[config.mk]
export PLATFORM = sky130hd
export DESIGN_NAME = viterbi_link_ctrl
export DESIGN_NICKNAME = d
export VERILOG_FILES = /design/src/rtl/viterbi_pkg.sv /design/src/rtl/prbs16.sv /design/src/rtl/viterbi_link_ctrl.sv
export SDC_FILE = /design/constraint.sdc
export NUM_CORES = 1
export LEC_CHECK = 0
export ABC_AREA = 1
export CORE_MARGIN = 5
export CORE_UTILIZATION = 59
export CTS_CLUSTER_SIZE = 12
export DETAILED_ROUTE_END_ITERATION = 10
export PLACE_DENSITY = 0.8
export SYNTH_ARGS = -nofsm -noshare
export SYNTH_HDL_FRONTEND = slang
export SYNTH_SLANG_ARGS = --single-unit
[constraint.sdc]
create_clock -name clk -period 2.6 [get_ports clk]
set_input_delay 0.52 -clock clk [delete_from_list [all_inputs] [get_ports clk]]
set_output_delay 0.52 -clock clk [all_outputs]
set_load 0.01 [all_outputs]
[src/rtl/viterbi_pkg.sv]
// Shared types and constants for the encoder -> channel -> Viterbi link test controller.
// Holds the run-phase states, PRBS16 seed and taps, counter width and saturating helpers.
package viterbi_pkg;

    localparam int unsigned CNT_W = 16;

    typedef enum logic [2:0] {
        S_IDLE,
        S_RUN,
        S_FLUSH,
        S_DRAIN,
        S_DONE
    } state_t;

    localparam logic [15:0] PRBS_SEED = 16'hACE1;
    // x^16 + x^14 + x^13 + x^11 + 1 in right-shift Fibonacci form: feedback from bits 0, 2, 3, 5
    localparam logic [15:0] PRBS_TAPS = 16'h002D;

    function automatic logic [1:0] popcount2(input logic [1:0] m);
        return 2'(m[0]) + 2'(m[1]);
    endfunction

    function automatic logic [CNT_W-1:0] sat_add(input logic [CNT_W-1:0] a, input logic [1:0] b);
        logic [CNT_W:0] s;
        s = {1'b0, a} + (CNT_W+1)'(b);
        return s[CNT_W] ? {CNT_W{1'b1}} : s[CNT_W-1:0];
    endfunction

endpackage

[src/rtl/prbs16.sv]
// PRBS16 source (x^16+x^14+x^13+x^11+1), loadable to its seed and stepped on demand.
// o_out is bit 0 of the current state, so the first bit after a load is SEED[0].
module prbs16
    import viterbi_pkg::*;
#(
    parameter logic [15:0] SEED = PRBS_SEED
) (
    input  logic clk,
    input  logic rst,
    input  logic i_load,
    input  logic i_step,
    output logic o_out
);

    logic [15:0] r_lfsr;
    logic        w_fb;

    assign w_fb  = ^(r_lfsr & PRBS_TAPS);
    assign o_out = r_lfsr[0];

    always_ff @(posedge clk) begin
        if (rst || i_load) begin
            r_lfsr <= SEED;
        end else if (i_step) begin
            r_lfsr <= {w_fb, r_lfsr[15:1]};
        end
    end

endmodule

[src/rtl/viterbi_link_ctrl.sv]
// Test-run controller for the encoder -> channel -> Viterbi decoder link: sequences data,
// trellis-flush tail and decoder drain, injects channel errors and scores decoded bits.
module viterbi_link_ctrl
    import viterbi_pkg::*;
#(
    parameter int unsigned N       = 4,
    parameter int unsigned WORDS   = 256,
    parameter int unsigned FLUSH   = 8,
    parameter int unsigned DEC_LAT = 32,
    parameter logic [15:0] SEED    = PRBS_SEED
) (
    input  logic        clk,
    input  logic        rst,
    input  logic        start,
    input  logic        err_en,
    input  logic [1:0]  err_mask,
    input  logic        decoder_o_i,
    output logic        encoder_i,
    output logic        enable_enc_o,
    output logic [1:0]  err_inj_o,
    output logic        busy,
    output logic        done,
    output logic        pass,
    output logic [15:0] inj_ct,
    output logic [15:0] bit_err_ct
);

    state_t             r_state;
    logic [CNT_W-1:0]   r_word_ct;
    logic [CNT_W-1:0]   r_ph_ct;
    logic               r_err_en;
    logic [1:0]         r_err_mask;
    logic               r_inj_pend;
    logic               r_tag;
    logic [1:0]         r_dly [DEC_LAT];

    logic               w_prbs_load;
    logic               w_prbs_step;
    logic               w_prbs_out;
    logic               w_dly_bit;
    logic               w_dly_tag;
    logic               w_mismatch;
    logic               w_inj_hit;

    assign w_prbs_load = (r_state == S_IDLE) && start;
    assign w_prbs_step = (r_state == S_RUN);

    prbs16 #(
        .SEED (SEED)
    ) u_prbs (
        .clk    (clk),
        .rst    (rst),
        .i_load (w_prbs_load),
        .i_step (w_prbs_step),
        .o_out  (w_prbs_out)
    );

    // Oldest delay-line entry lines up with the decoder output for the same encoder bit
    assign w_dly_bit  = r_dly[DEC_LAT-1][1];
    assign w_dly_tag  = r_dly[DEC_LAT-1][0];
    assign w_mismatch = w_dly_tag && (decoder_o_i != w_dly_bit);
    assign w_inj_hit  = r_err_en && (&r_word_ct[N-1:0]);

    always_ff @(posedge clk) begin
        if (rst) begin
            r_state      <= S_IDLE;
            r_word_ct    <= '0;
            r_ph_ct      <= '0;
            r_err_en     <= 1'b0;
            r_err_mask   <= 2'b00;
            r_inj_pend   <= 1'b0;
            r_tag        <= 1'b0;
            encoder_i    <= 1'b0;
            enable_enc_o <= 1'b0;
            err_inj_o    <= 2'b00;
            busy         <= 1'b0;
            done         <= 1'b0;
            pass         <= 1'b0;
            inj_ct       <= '0;
            bit_err_ct   <= '0;
            for (int i = 0; i < int'(DEC_LAT); i++) begin
                r_dly[i] <= 2'b00;
            end
        end else begin
            done       <= 1'b0;
            err_inj_o  <= r_inj_pend ? r_err_mask : 2'b00;
            r_inj_pend <= 1'b0;

            r_dly[0] <= {encoder_i, r_tag};
            for (int i = int'(DEC_LAT) - 1; i > 0; i--) begin
                r_dly[i] <= r_dly[i-1];
            end

            if (w_mismatch) begin
                bit_err_ct <= sat_add(bit_err_ct, 2'd1);
            end

            case (r_state)
                S_IDLE: begin
                    if (start) begin
                        r_state    <= S_RUN;
                        busy       <= 1'b1;
                        pass       <= 1'b0;
                        r_word_ct  <= '0;
                        inj_ct     <= '0;
                        bit_err_ct <= '0;
                        r_err_en   <= err_en;
                        r_err_mask <= err_mask;
                    end
                end
                S_RUN: begin
                    enable_enc_o <= 1'b1;
                    encoder_i    <= w_prbs_out;
                    r_tag        <= 1'b1;
                    r_word_ct    <= r_word_ct + CNT_W'(1);
                    // The flip lands one cycle later, on the encoder output of this word
                    if (w_inj_hit) begin
                        r_inj_pend <= 1'b1;
                        inj_ct     <= sat_add(inj_ct, popcount2(r_err_mask));
                    end
                    if (r_word_ct == CNT_W'(WORDS - 1)) begin
                        r_state <= S_FLUSH;
                        r_ph_ct <= '0;
                    end
                end
                S_FLUSH: begin
                    enable_enc_o <= 1'b1;
                    encoder_i    <= 1'b0;
                    r_tag        <= 1'b0;
                    r_ph_ct      <= r_ph_ct + CNT_W'(1);
                    if (r_ph_ct == CNT_W'(FLUSH - 1)) begin
                        r_state <= S_DRAIN;
                        r_ph_ct <= '0;
                    end
                end
                S_DRAIN: begin
                    enable_enc_o <= 1'b0;
                    encoder_i    <= 1'b0;
                    r_tag        <= 1'b0;
                    r_ph_ct      <= r_ph_ct + CNT_W'(1);
                    // A last-word comparison may still be landing on this edge
                    if (r_ph_ct == CNT_W'(DEC_LAT - 1)) begin
                        r_state <= S_DONE;
                        done    <= 1'b1;
                        busy    <= 1'b0;
                        pass    <= (bit_err_ct == '0) && !w_mismatch;
                    end
                end
                S_DONE: begin
                    r_state <= S_IDLE;
                end
                default: begin
                    r_state <= S_IDLE;
                end
            endcase
        end
    end

endmodule
==> results.yml, run 1 <==
critical_path:
  arrival_ns: 2.60
  cp-start-kind: "register"
  critPathMostFrequentCell: "sky130_fd_sc_hd__inv_1"
  critPathMaxFanout: 15
  worstSetupEndpointType: "register"
  worst_path_largest_cell_delay_ns: 0.43
  critical-path-slowest-cell: "sky130_fd_sc_hd__fa_1"
  worst-endpoint-required_ns: 2.95
  path_class: "reg -> reg"
  worstPathCellList: "inv_1, fa_1, inv_1, ha_1, nand2_1, inv_1, nand3_1, nor2_4, nand2_2, nand2_1, o21ai_0, a21oi_1"
synthesis:
  cell_area_after_technology_mapping_mm2: 0.00676
  yosys_register_bits: 159
  synth.lib_cells_used.distinct: 35
  seq_area_frac_synth: 0.471
  yosys_warnings: 0
  post_synth_inst_count: 975
  syn_avg_cell_area_um2: 6.93
  net_count_after_synthesis: 988
clock_network:
  htree_num_levels: 4
  cts.clk_slew.worst_paths_ns: 0.06
  cts_buffers: 17
  cts_tree: "built"
  hold_buffers: 0
  cts_root_buf: "sky130_fd_sc_hd__clkbuf_16"
  cts.path.max_buffers: 2
  clk-insertion-delay-late_ns: 0.42
  cts_setup_buffers: 0
  postCtsResizedCells: 0
  number_of_clock_sinks_seen_by_cts: 159
layout:
  drive_gt1_frac: 0.0512
  seq_area_mm2: 0.00318
  antenna_cells: 0
  num-nets-final: 1035
  multiInputGateArea_mm2: 0.00285
  final_core_util: 0.699
  area_delta_synth_final_pct: 17.0
  layout.filler_cells: 939
timing:
  fin_setup_tns_ns: 0
  finalHoldViolCount: 0
  min_period_ns: 2.25
  grt_setup_unrepaired: "false"
  slew_violations: 0
  setup-violations-final: 0
  max_freq_ghz: 0.445
  clock-skew-final_ns: 0.00594
  timing.final.crit_share: 0.865
  measured_slew_at_the_worst_slew_check_pin_ns: 0.454
  relSlewSlack: 0.697
grt:
  grt_antenna_before_repair: 0
  grt_pass1_vias: 5413
  globalRoute.totalOverflow: 0
  largest_net_degree_at_the_start_of_global_routing: 38
  grt_first_pass_wirelength_um: 23500
  groute.usage.overall: 0.214
power_and_ir_drop:
  post-layout-total-power_mw: 5.99
  power_per_cell_area_mw_per_mm2: 758
  sw_frac_of_total: 0.293
  power_frac_seq: 0.446
  p_leak_nw: 3.19
  power.clock.fraction: 0.396
  internal-power_mw: 4.24
  vdd_ir_drop_max_v: 0.000547
  p_switching_mw: 1.75
  share_comb_of_total_power: 0.159
floorplan:
  dieWidth_um: 117
  design.portCount: 46
  coreArea_mm2: 0.0113
  num_rows: 39
  chipHeight_um: 117
  die_area_mm2: 0.0137
  initial_utilization: 0.597
detailed_routing:
  postRouteAntennaNets: 0
  drc_viols: 0
  viasPerCell: 5.01
  1st_pass_router_iterations: 5
  dr_total_vias: 5900
  routed_wire_length_per_instance_um: 11.6
  drt_first_iter_violations: 381
  route.final.wire_length_um: 13600
hold_path:
  min_path_type: "reg -> reg"
placement:
  detailed_place_hpwl_um: 9100
  gp_congestion: 0.850
  io_buffers: 45
status:
  status: "complete, no violations"
run:
  cap_viol_max_count: 0
==> worst max-delay path: cells and delay by family (launching register included) <==
kind,cells,cell delay (ns)
simple gates,5,0.78
flops,1,0.35
buf+inv,3,0.24
compound gates,2,0.23
fa+ha+maj,2,0.58
==> registers in the layout, indices dropped and copies added, names as in the netlist, 3 cells and up <==
signal / flops
bit_err_ct: 16
inj_ct: 16
r_dly: 64
r_ph_ct: 16
r_state: 3
r_word_ct: 16
u_prbs.r_lfsr: 16
==> cells by family after synthesis <==
| group | count (synthesis) | synth area share |
|---|---|---|
| compound gates | 134 | 0.104 |
| xor+xnor | 10 | 0.0130 |
| fa+ha+maj | 6 | 0.0122 |
| buf+inv | 186 | 0.107 |
| flops | 159 | 0.471 |
| simple gates | 480 | 0.292 |
==> path summary, 6_finish.rpt <==
path	from	endpoint	slack (ns)	cells past startpoint
setup / recovery	inj_ct[0]	inj_ct[9]	0.35	12
hold / removal	r_dly[1][2]	r_dly[1][4]	0.40	2
setup reg to reg	inj_ct[0]	inj_ct[9]	0.35	12
hold reg to reg	r_dly[1][2]	r_dly[1][4]	0.40	2
==> placed cells by master, fill, tap and decap left out <==
cell type	Yosys	final
sky130_fd_sc_hd__o21bai_1	1	1
sky130_fd_sc_hd__or2_0	1	1
sky130_fd_sc_hd__nor2_2	1	1
sky130_fd_sc_hd__xor2_1	4	4
sky130_fd_sc_hd__o21ai_2	1	1
sky130_fd_sc_hd__inv_1	157	157
sky130_fd_sc_hd__or2_2	2	2
sky130_fd_sc_hd__nor2_4	1	1
sky130_fd_sc_hd__buf_4	2	12
sky130_fd_sc_hd__clkdlybuf4s50_1	0	44
sky130_fd_sc_hd__bufinv_16	0	1
sky130_fd_sc_hd__a21oi_1	69	69
sky130_fd_sc_hd__o21a_1	1	1
sky130_fd_sc_hd__o32ai_1	1	1
sky130_fd_sc_hd__clkbuf_8	0	1
sky130_fd_sc_hd__inv_2	1	1
sky130_fd_sc_hd__dfxtp_1	159	159
sky130_fd_sc_hd__nor4_1	2	2
sky130_fd_sc_hd__nor2_1	142	142
sky130_fd_sc_hd__clkbuf_16	0	17
sky130_fd_sc_hd__ha_1	5	5
sky130_fd_sc_hd__clkinvlp_4	0	2
sky130_fd_sc_hd__inv_6	0	4
sky130_fd_sc_hd__nand3_2	1	1
sky130_fd_sc_hd__o31ai_1	1	1
sky130_fd_sc_hd__nor3_1	18	18
sky130_fd_sc_hd__clkinv_4	0	5
sky130_fd_sc_hd__a31oi_1	1	1
sky130_fd_sc_hd__nand2_2	1	1
sky130_fd_sc_hd__nand3_1	51	51
sky130_fd_sc_hd__nand3b_1	5	5
sky130_fd_sc_hd__nor3_4	1	1
sky130_fd_sc_hd__xnor2_1	6	6
sky130_fd_sc_hd__o211ai_1	7	7
sky130_fd_sc_hd__nand2_1	244	244
sky130_fd_sc_hd__o21ai_0	52	52
sky130_fd_sc_hd__clkinv_2	0	2
sky130_fd_sc_hd__fa_1	1	1
sky130_fd_sc_hd__nand4_1	10	10
==> power by group through the flow <==
stage	logic (mW)	clock network, mW	registers (mW)
3_5_place_dp	0.951	0	2.72
6_report	0.951	2.37	2.67
2_1_floorplan	0.680	0	2.71
4_1_cts	0.956	2.41	2.67
3_3_place_gp	0.937	0	2.72
5_1_grt	1.07	2.52	2.69
==> area by class of cell <==
cell class                 count  area share
sequential                   159       0.402
clock buffer                  18      0.0555
inverter                     158      0.0750
multi-input combinational    630       0.360
clock inverter                14      0.0169
tap                          143      0.0226
timing repair buffer          56      0.0671
==> cells in the mapped netlist (all sizes together) <==
cell type  count  area (µm²)
a21oi         69         345
a31oi          1        6.26
buf           13        75.1
clkbuf        15        56.3
dfxtp        159        3180
fa             1        20.0
ha             5        62.6
inv          158         593
nand2        245         922
nand3         52         265
nand3b         5        37.5
nand4         10        62.6
nor2         144         551
nor3          19         106
nor4           2        12.5
o211ai         7        52.6
o21a           1        7.51
o21ai         53         269
o21bai         1        7.51
o31ai          1        7.51
o32ai          1        8.76
or2            3        18.8
xnor2          6        52.6
xor2           4        35.0
==> per-layer routing <==
metal  GRT usage  vias to the layer above  share of wire
met5           0                        -              0
met4      0.0864                        0          0.019
met3      0.0627                       22          0.055
met2       0.352                      116           0.46
met1       0.265                     2636           0.46
li1            -                     3126              -
==> per-stage QoR <==
step / hold WS, ns / cells / setup slack, ns / area [µm²]
4_1_cts: 0.403 / 1178 / 0.347 / 7910
3_5_place_dp: 0.392 / 1146 / 0.360 / 7340
3_3_place_gp: 0.388 / 1146 / 0.444 / 7340
5_1_grt: 0.409 / 1178 / 0.0548 / 7910
2_1_floorplan: 0.388 / 975 / 0.526 / 6760
6_report: 0.401 / 1178 / 0.351 / 7910
No activity file was read; power rests on OpenSTA's default activity.
==> run 2, diff against run 1 <==
--- a/config.mk
+++ b/config.mk
@@ -6,11 +6,13 @@
 export NUM_CORES = 1
 export LEC_CHECK = 0
 export ABC_AREA = 1
+export CAP_MARGIN = 10
 export CORE_MARGIN = 5
-export CORE_UTILIZATION = 59
+export CORE_UTILIZATION = 63
 export CTS_CLUSTER_SIZE = 12
 export DETAILED_ROUTE_END_ITERATION = 10
-export PLACE_DENSITY = 0.8
+export DONT_BUFFER_PORTS = 1
+export PLACE_DENSITY = 0.79
 export SYNTH_ARGS = -nofsm -noshare
 export SYNTH_HDL_FRONTEND = slang
 export SYNTH_SLANG_ARGS = --single-unit
==> results.yml, run 2 (synthesis gave the netlist of run 1 again) <==
clock_network:
  cts.path.max_buffers: 2
  number_of_clock_sinks_seen_by_cts: 159
  cts_tree: "built"
  cts_buffers: 17
  clk-insertion-delay-late_ns: 0.53
  cts.clk_slew.worst_paths_ns: 0.07
  cts_setup_buffers: 0
  htree_num_levels: 4
  cts_root_buf: "sky130_fd_sc_hd__clkbuf_8"
timing:
  slew_violations: 0
  finalHoldViolCount: 0
  setup-violations-final: 0
  fin_setup_tns_ns: 0
  grt_setup_unrepaired: "false"
  worst_hold_slack_ns: 0.0534
  measured_slew_at_the_worst_slew_check_pin_ns: 0.466
  min_period_ns: 2.25
  max_freq_ghz: 0.445
  timing.final.crit_share: 0.864
  clock-skew-final_ns: 0.00721
  relSlewSlack: 0.689
detailed_routing:
  drc_viols: 0
  routed_wire_length_per_instance_um: 11.5
  1st_pass_router_iterations: 5
  postRouteAntennaNets: 0
  viasPerCell: 5.06
  dr_total_vias: 5680
  route.final.wire_length_um: 12900
  drt_first_iter_violations: 394
run:
  cap_viol_max_count: 0
power_and_ir_drop:
  vdd_ir_drop_max_v: 0.000810
  p_leak_nw: 3.03
  power_frac_seq: 0.449
  share_comb_of_total_power: 0.144
  power.clock.fraction: 0.407
  internal-power_mw: 4.26
  power_per_cell_area_mw_per_mm2: 803
  sw_frac_of_total: 0.288
  p_switching_mw: 1.72
critical_path:
  worstSetupEndpointType: "register"
  timing.critical_path.buf_inv: 3
  critPathMaxFanout: 15
  worst-endpoint-required_ns: 3.07
  path_class: "reg -> reg"
  worstPathCellList: "inv_1, fa_1, inv_1, ha_1, nand2_1, inv_1, nand3_1, nor2_4, nand2_4, nand2_1, o21ai_0, a21oi_1"
  cp-start-kind: "register"
  critical-path-slowest-cell: "sky130_fd_sc_hd__fa_1"
  arrival_ns: 2.71
  critical-path-top-delay-family: "simple AND/OR/NAND/NOR gates"
  critPathMostFrequentCell: "sky130_fd_sc_hd__inv_1"
  worst_path_largest_cell_delay_ns: 0.45
grt:
  groute.layer.met2.usage: 0.333
  grt_first_pass_wirelength_um: 22700
  groute.usage.overall: 0.212
  grt_pass1_vias: 5092
  globalRoute.totalOverflow: 0
  grt_antenna_before_repair: 0
  busiest_layer_in_global_routing: "met2"
  met1_usage: 0.274
  largest_net_degree_at_the_start_of_global_routing: 102
  grtUsageMet3: 0.0557
layout:
  layout_common_cells: "sky130_fd_sc_hd__nand2_1, sky130_fd_sc_hd__dfxtp_1, sky130_fd_sc_hd__inv_1"
  final_core_util: 0.715
  num-nets-final: 987
  area_delta_synth_final_pct: 10.2
  layout_commonest_cell: "sky130_fd_sc_hd__nand2_1"
  antenna_cells: 0
  largest_register_ffs: 64
  drive_gt1_frac: 0.0486
  max_flop_register: "r_dly"
  layout.filler_cells: 863
hold_path:
  min_path_type: "in -> reg"
placement:
  gp_congestion: 0.901
  detailed_place_hpwl_um: 8540
  io_buffers: 0
floorplan:
  num_rows: 37
  design.portCount: 46
  dieWidth_um: 114
  chipHeight_um: 114
  coreArea_mm2: 0.0104
  die_area_mm2: 0.0129
  initial_utilization: 0.649
status:
  status: "complete, no violations"
[run 2: final timing paths]
kind                     start           end  slack [ns]  cells past startpoint
hold reg to reg   r_dly[0][20]  r_dly[0][22]        0.40                      2
setup reg to reg     inj_ct[0]     inj_ct[9]        0.35                     12
hold / removal             rst  r_dly[0][25]        0.05                      1
setup / recovery     inj_ct[0]     inj_ct[9]        0.35                     12
[run 2: layout make-up]
type	count	area [µm²]	area share
well taps	136	170	0.0228
flip-flops and latches	159	3180	0.427
multi-input cells	630	2860	0.383
clock inverters	13	154	0.0207
repair buffers	8	60.1	0.00806
inverters	158	593	0.0796
clock buffers	19	432	0.0580
[run 2: routing by layer]
| metal | part of all wire | vias to the layer above |
|---|---|---|
| li1 | - | 3025 |
| met1 | 0.48 | 2504 |
| met2 | 0.44 | 133 |
| met3 | 0.061 | 18 |
| met4 | 0.017 | 0 |
| met5 | 0 | - |
[run 2: power groups by stage]
stage	clock, mW	sequential, mW	combinational, mW
3_3_place_gp	0	2.74	0.854
3_5_place_dp	0	2.74	0.864
6_report	2.43	2.68	0.863
4_1_cts	2.49	2.69	0.867
5_1_grt	2.59	2.71	0.998
2_1_floorplan	0	2.71	0.680
[run 2: worst register-to-register path: stages (launching register included)]
cell and delay, ns:
sky130_fd_sc_hd__dfxtp_1 0.40, sky130_fd_sc_hd__inv_1 0.08, sky130_fd_sc_hd__fa_1 0.45, sky130_fd_sc_hd__inv_1 0.07, sky130_fd_sc_hd__ha_1 0.15, sky130_fd_sc_hd__nand2_1 0.08, sky130_fd_sc_hd__inv_1 0.10, sky130_fd_sc_hd__nand3_1 0.16
sky130_fd_sc_hd__nor2_4 0.21, sky130_fd_sc_hd__nand2_4 0.15, sky130_fd_sc_hd__nand2_1 0.11, sky130_fd_sc_hd__o21ai_0 0.08, sky130_fd_sc_hd__a21oi_1 0.14
[run 2: through the flow]
step | setup WS (ns) | instances | cell area, µm² | total power, mW
after global placement | 0.358 | 1091 | 6860 | 3.59
after detailed placement | 0.294 | 1091 | 6860 | 3.60
after global routing | 0.0861 | 1123 | 7450 | 6.30
final | 0.354 | 1123 | 7450 | 5.98
after floorplan | 0.526 | 975 | 6760 | 3.39
after CTS | 0.288 | 1123 | 7440 | 6.04
[run 2: what timing repair did]
action,in CTS,in global routing
resized for setup,0,1
hold buffers,0,0
setup endpoints to repair,0,1
==> run 3, diff against run 2 <==
--- a/config.mk
+++ b/config.mk
@@ -13,6 +13,8 @@
 export DETAILED_ROUTE_END_ITERATION = 10
 export DONT_BUFFER_PORTS = 1
 export PLACE_DENSITY = 0.79
+export SETUP_SLACK_MARGIN = 0.3
 export SYNTH_ARGS = -nofsm -noshare
 export SYNTH_HDL_FRONTEND = slang
+export SYNTH_HIERARCHICAL = 1
 export SYNTH_SLANG_ARGS = --single-unit
==> results.yml, run 3 <==
power_and_ir_drop:
  post-layout-total-power_mw: 5.60
  power.clock.fraction: 0.425
  sw_frac_of_total: 0.270
  power_frac_seq: 0.467
  power_per_cell_area_mw_per_mm2: 728
  p_switching_mw: 1.51
  share_comb_of_total_power: 0.108
  p_leak_nw: 3.10
  vdd_ir_drop_max_v: 0.000614
  internal-power_mw: 4.09
floorplan:
  die_area_mm2: 0.0134
  num_rows: 38
  coreArea_mm2: 0.0109
  dieWidth_um: 116
  design.portCount: 46
  initial_utilization: 0.646
  chipHeight_um: 116
synthesis:
  yosys.area.top_type_share: 0.453
  synth_edf_count: 0
  yosysMostFrequentCell: "sky130_fd_sc_hd__nand2_1"
  cell_area_after_technology_mapping_mm2: 0.00703
  syn_avg_cell_area_um2: 7.06
  net_count_after_synthesis: 1009
  yosys_warnings: 6
  yosys_register_bits: 159
  synth_area_leaders: "sky130_fd_sc_hd__dfxtp_1, sky130_fd_sc_hd__nand2_1, sky130_fd_sc_hd__inv_1, sky130_fd_sc_hd__nor2_1, sky130_fd_sc_hd__nand3_1"
  postSynth.asyncResetShare: 0
  synthTopCellsByCount: "sky130_fd_sc_hd__nand2_1, sky130_fd_sc_hd__dfxtp_1, sky130_fd_sc_hd__inv_1"
  post_synth_inst_count: 996
  dominantRegCellSynth: "sky130_fd_sc_hd__dfxtp_1"
  seq_area_frac_synth: 0.453
  synth.lib_cells_used.distinct: 43
  synth_largest_area_cell: "sky130_fd_sc_hd__dfxtp_1"
timing:
  fin_ws_ns: 0.459
  timing.final.crit_share: 0.823
  grt_setup_unrepaired: "false"
  worst_hold_slack_ns: 0.0580
  setup-violations-final: 0
  min_period_ns: 2.14
  max_freq_ghz: 0.467
  measured_slew_at_the_worst_slew_check_pin_ns: 0.600
  slew_violations: 0
  relSlewSlack: 0.599
  finalHoldViolCount: 0
  fin_setup_tns_ns: 0
  clock-skew-final_ns: 0.00708
layout:
  largest_register_ffs: 64
  drive_gt1_frac: 0.0733
  layout.filler_cells: 908
  layout_commonest_cell: "sky130_fd_sc_hd__nand2_1"
  area_delta_synth_final_pct: 9.48
  antenna_cells: 0
  num-nets-final: 1009
  max_flop_register: "r_dly"
  final_core_util: 0.707
  layout_common_cells: "sky130_fd_sc_hd__nand2_1, sky130_fd_sc_hd__dfxtp_1, sky130_fd_sc_hd__inv_1"
placement:
  gp_congestion: 0.909
  detailed_place_hpwl_um: 9230
  io_buffers: 0
  pre_cts_ws_ns: 0.369
detailed_routing:
  routed_wire_length_per_instance_um: 12.0
  drt_first_iter_violations: 403
  viasPerCell: 5.14
  1st_pass_router_iterations: 5
  route.final.wire_length_um: 13700
  postRouteAntennaNets: 0
  dr_total_vias: 5903
  drc_viols: 0
clock_network:
  cts_tree: "built"
  hold_buffers: 0
  htree_num_levels: 4
  clk-insertion-delay-late_ns: 0.53
  cts_root_buf: "sky130_fd_sc_hd__clkbuf_8"
  cts_buffers: 17
  cts.path.max_buffers: 2
  cts.clk_slew.worst_paths_ns: 0.07
  number_of_clock_sinks_seen_by_cts: 159
critical_path:
  worstRegToRegCells: 10
  arrival_ns: 2.61
  cp-start-kind: "register"
  critPathMaxFanout: 8
  path_class: "reg -> reg"
  reg2reg_to: "inj_ct[5]"
  cp-startpoint: "inj_ct[0]"
  setup.reg_to_reg.worst_slack_ns: 0.46
  worstSetupEndpointType: "register"
  rr_startpoint: "inj_ct[0]"
  worst-endpoint-required_ns: 3.07
run:
  cap_viol_max_count: 0
hold_path:
  min_path_type: "in -> reg"
  hold_start: "rst"
  worst_hold_path.num_cells: 1
  hold-path-endpoint: "r_dly[0][7]"
grt:
  largest_net_degree_at_the_start_of_global_routing: 96
  globalRoute.totalOverflow: 0
  groute.usage.overall: 0.217
  grt_pass1_vias: 5305
  grt_antenna_before_repair: 0
  grt_first_pass_wirelength_um: 23600
status:
  status: "complete, no violations"
## run 3: changes by cell type after synthesis, moves of 4 or more
| cell | delta |
|---|---|
| sky130_fd_sc_hd__nand3_1 | +14 |
| sky130_fd_sc_hd__a21oi_1 | -12 |
| sky130_fd_sc_hd__inv_1 | -8 |
| sky130_fd_sc_hd__o21ai_0 | -8 |
| sky130_fd_sc_hd__nor2_2 | +7 |
| sky130_fd_sc_hd__nand2_1 | +6 |
| sky130_fd_sc_hd__nand4_1 | +6 |
| sky130_fd_sc_hd__nand3b_1 | -5 |
| sky130_fd_sc_hd__nor2_1 | -5 |
| sky130_fd_sc_hd__xor2_1 | +4 |
## run 3: worst max-delay path by stage
stage / end / slack (ns) / cells past startpoint
floorplan: inj_ct[10] / 0.68 / 10
global placement: inj_ct[8] / 0.45 / 10
detailed placement: inj_ct[10] / 0.37 / 10
CTS: inj_ct[5] / 0.35 / 10
global route: inj_ct[6] / 0.30 / 10
finish: inj_ct[5] / 0.46 / 10
## run 3: layout make-up
cell class,count,area (µm²),area share
Sequential cell,159,3180,0.414
Multi-Input combinational cell,655,3110,0.404
Inverter,154,584,0.0759
Clock buffer,21,459,0.0596
Tap cell,140,175,0.0228
Clock inverter,11,120,0.0156
Timing Repair Buffer,9,67.6,0.00878
## run 3: through the flow
stage / cells / cell area, µm²
CTS: 1146 / 7670
finish: 1149 / 7700
detailed placement: 1114 / 7090
global placement: 1114 / 7090
global route: 1149 / 7700
floorplan: 996 / 7030
## run 3: per-layer routing
| layer | wire length (µm) | track usage | vias to the layer above |
|---|---|---|---|
| met2 | 6410 | 0.366 | 129 |
| li1 | - | - | 3124 |
| met5 | 0 | 0 | - |
| met4 | 190 | 0.0858 | 0 |
| met1 | 6450 | 0.265 | 2626 |
| met3 | 682 | 0.0590 | 24 |
## run 3: what timing repair did
action	CTS	global route
setup endpoints to repair	0	11
buffers inserted	0	3
resized for setup	0	2
## run 3: logic make-up after synthesis
| logic type | share of synthesized area |
|---|---|
| DFF | 0.453 |
| and+or+nand+nor | 0.306 |
| xor gates and xnor gates | 0.0199 |
| buffers and inverters | 0.106 |
| adders and majority gates | 0.0117 |
| AOI/OAI and AO/OA | 0.104 |
## run 3: power by group through the flow
| stage | Sequential (mW) | Clock [mW] | Combinational [mW] |
|---|---|---|---|
| 6_report | 2.62 | 2.38 | 0.605 |
| 4_1_cts | 2.62 | 2.43 | 0.605 |
| 3_3_place_gp | 2.67 | 0 | 0.597 |
| 5_1_grt | 2.63 | 2.54 | 0.694 |
| 3_5_place_dp | 2.67 | 0 | 0.604 |
| 2_1_floorplan | 2.65 | 0 | 0.536 |
## run 3: critical path: stages, from the launching register on
cell and delay (ns):
sky130_fd_sc_hd__dfxtp_2 0.35, sky130_fd_sc_hd__inv_1 0.08, sky130_fd_sc_hd__fa_1 0.43, sky130_fd_sc_hd__inv_1 0.08, sky130_fd_sc_hd__ha_1 0.16, sky130_fd_sc_hd__nand2_1 0.12, sky130_fd_sc_hd__nor2_4 0.18, sky130_fd_sc_hd__nand4_1 0.20
sky130_fd_sc_hd__nor2_4 0.25, sky130_fd_sc_hd__o21ai_0 0.10, sky130_fd_sc_hd__nand2_1 0.11
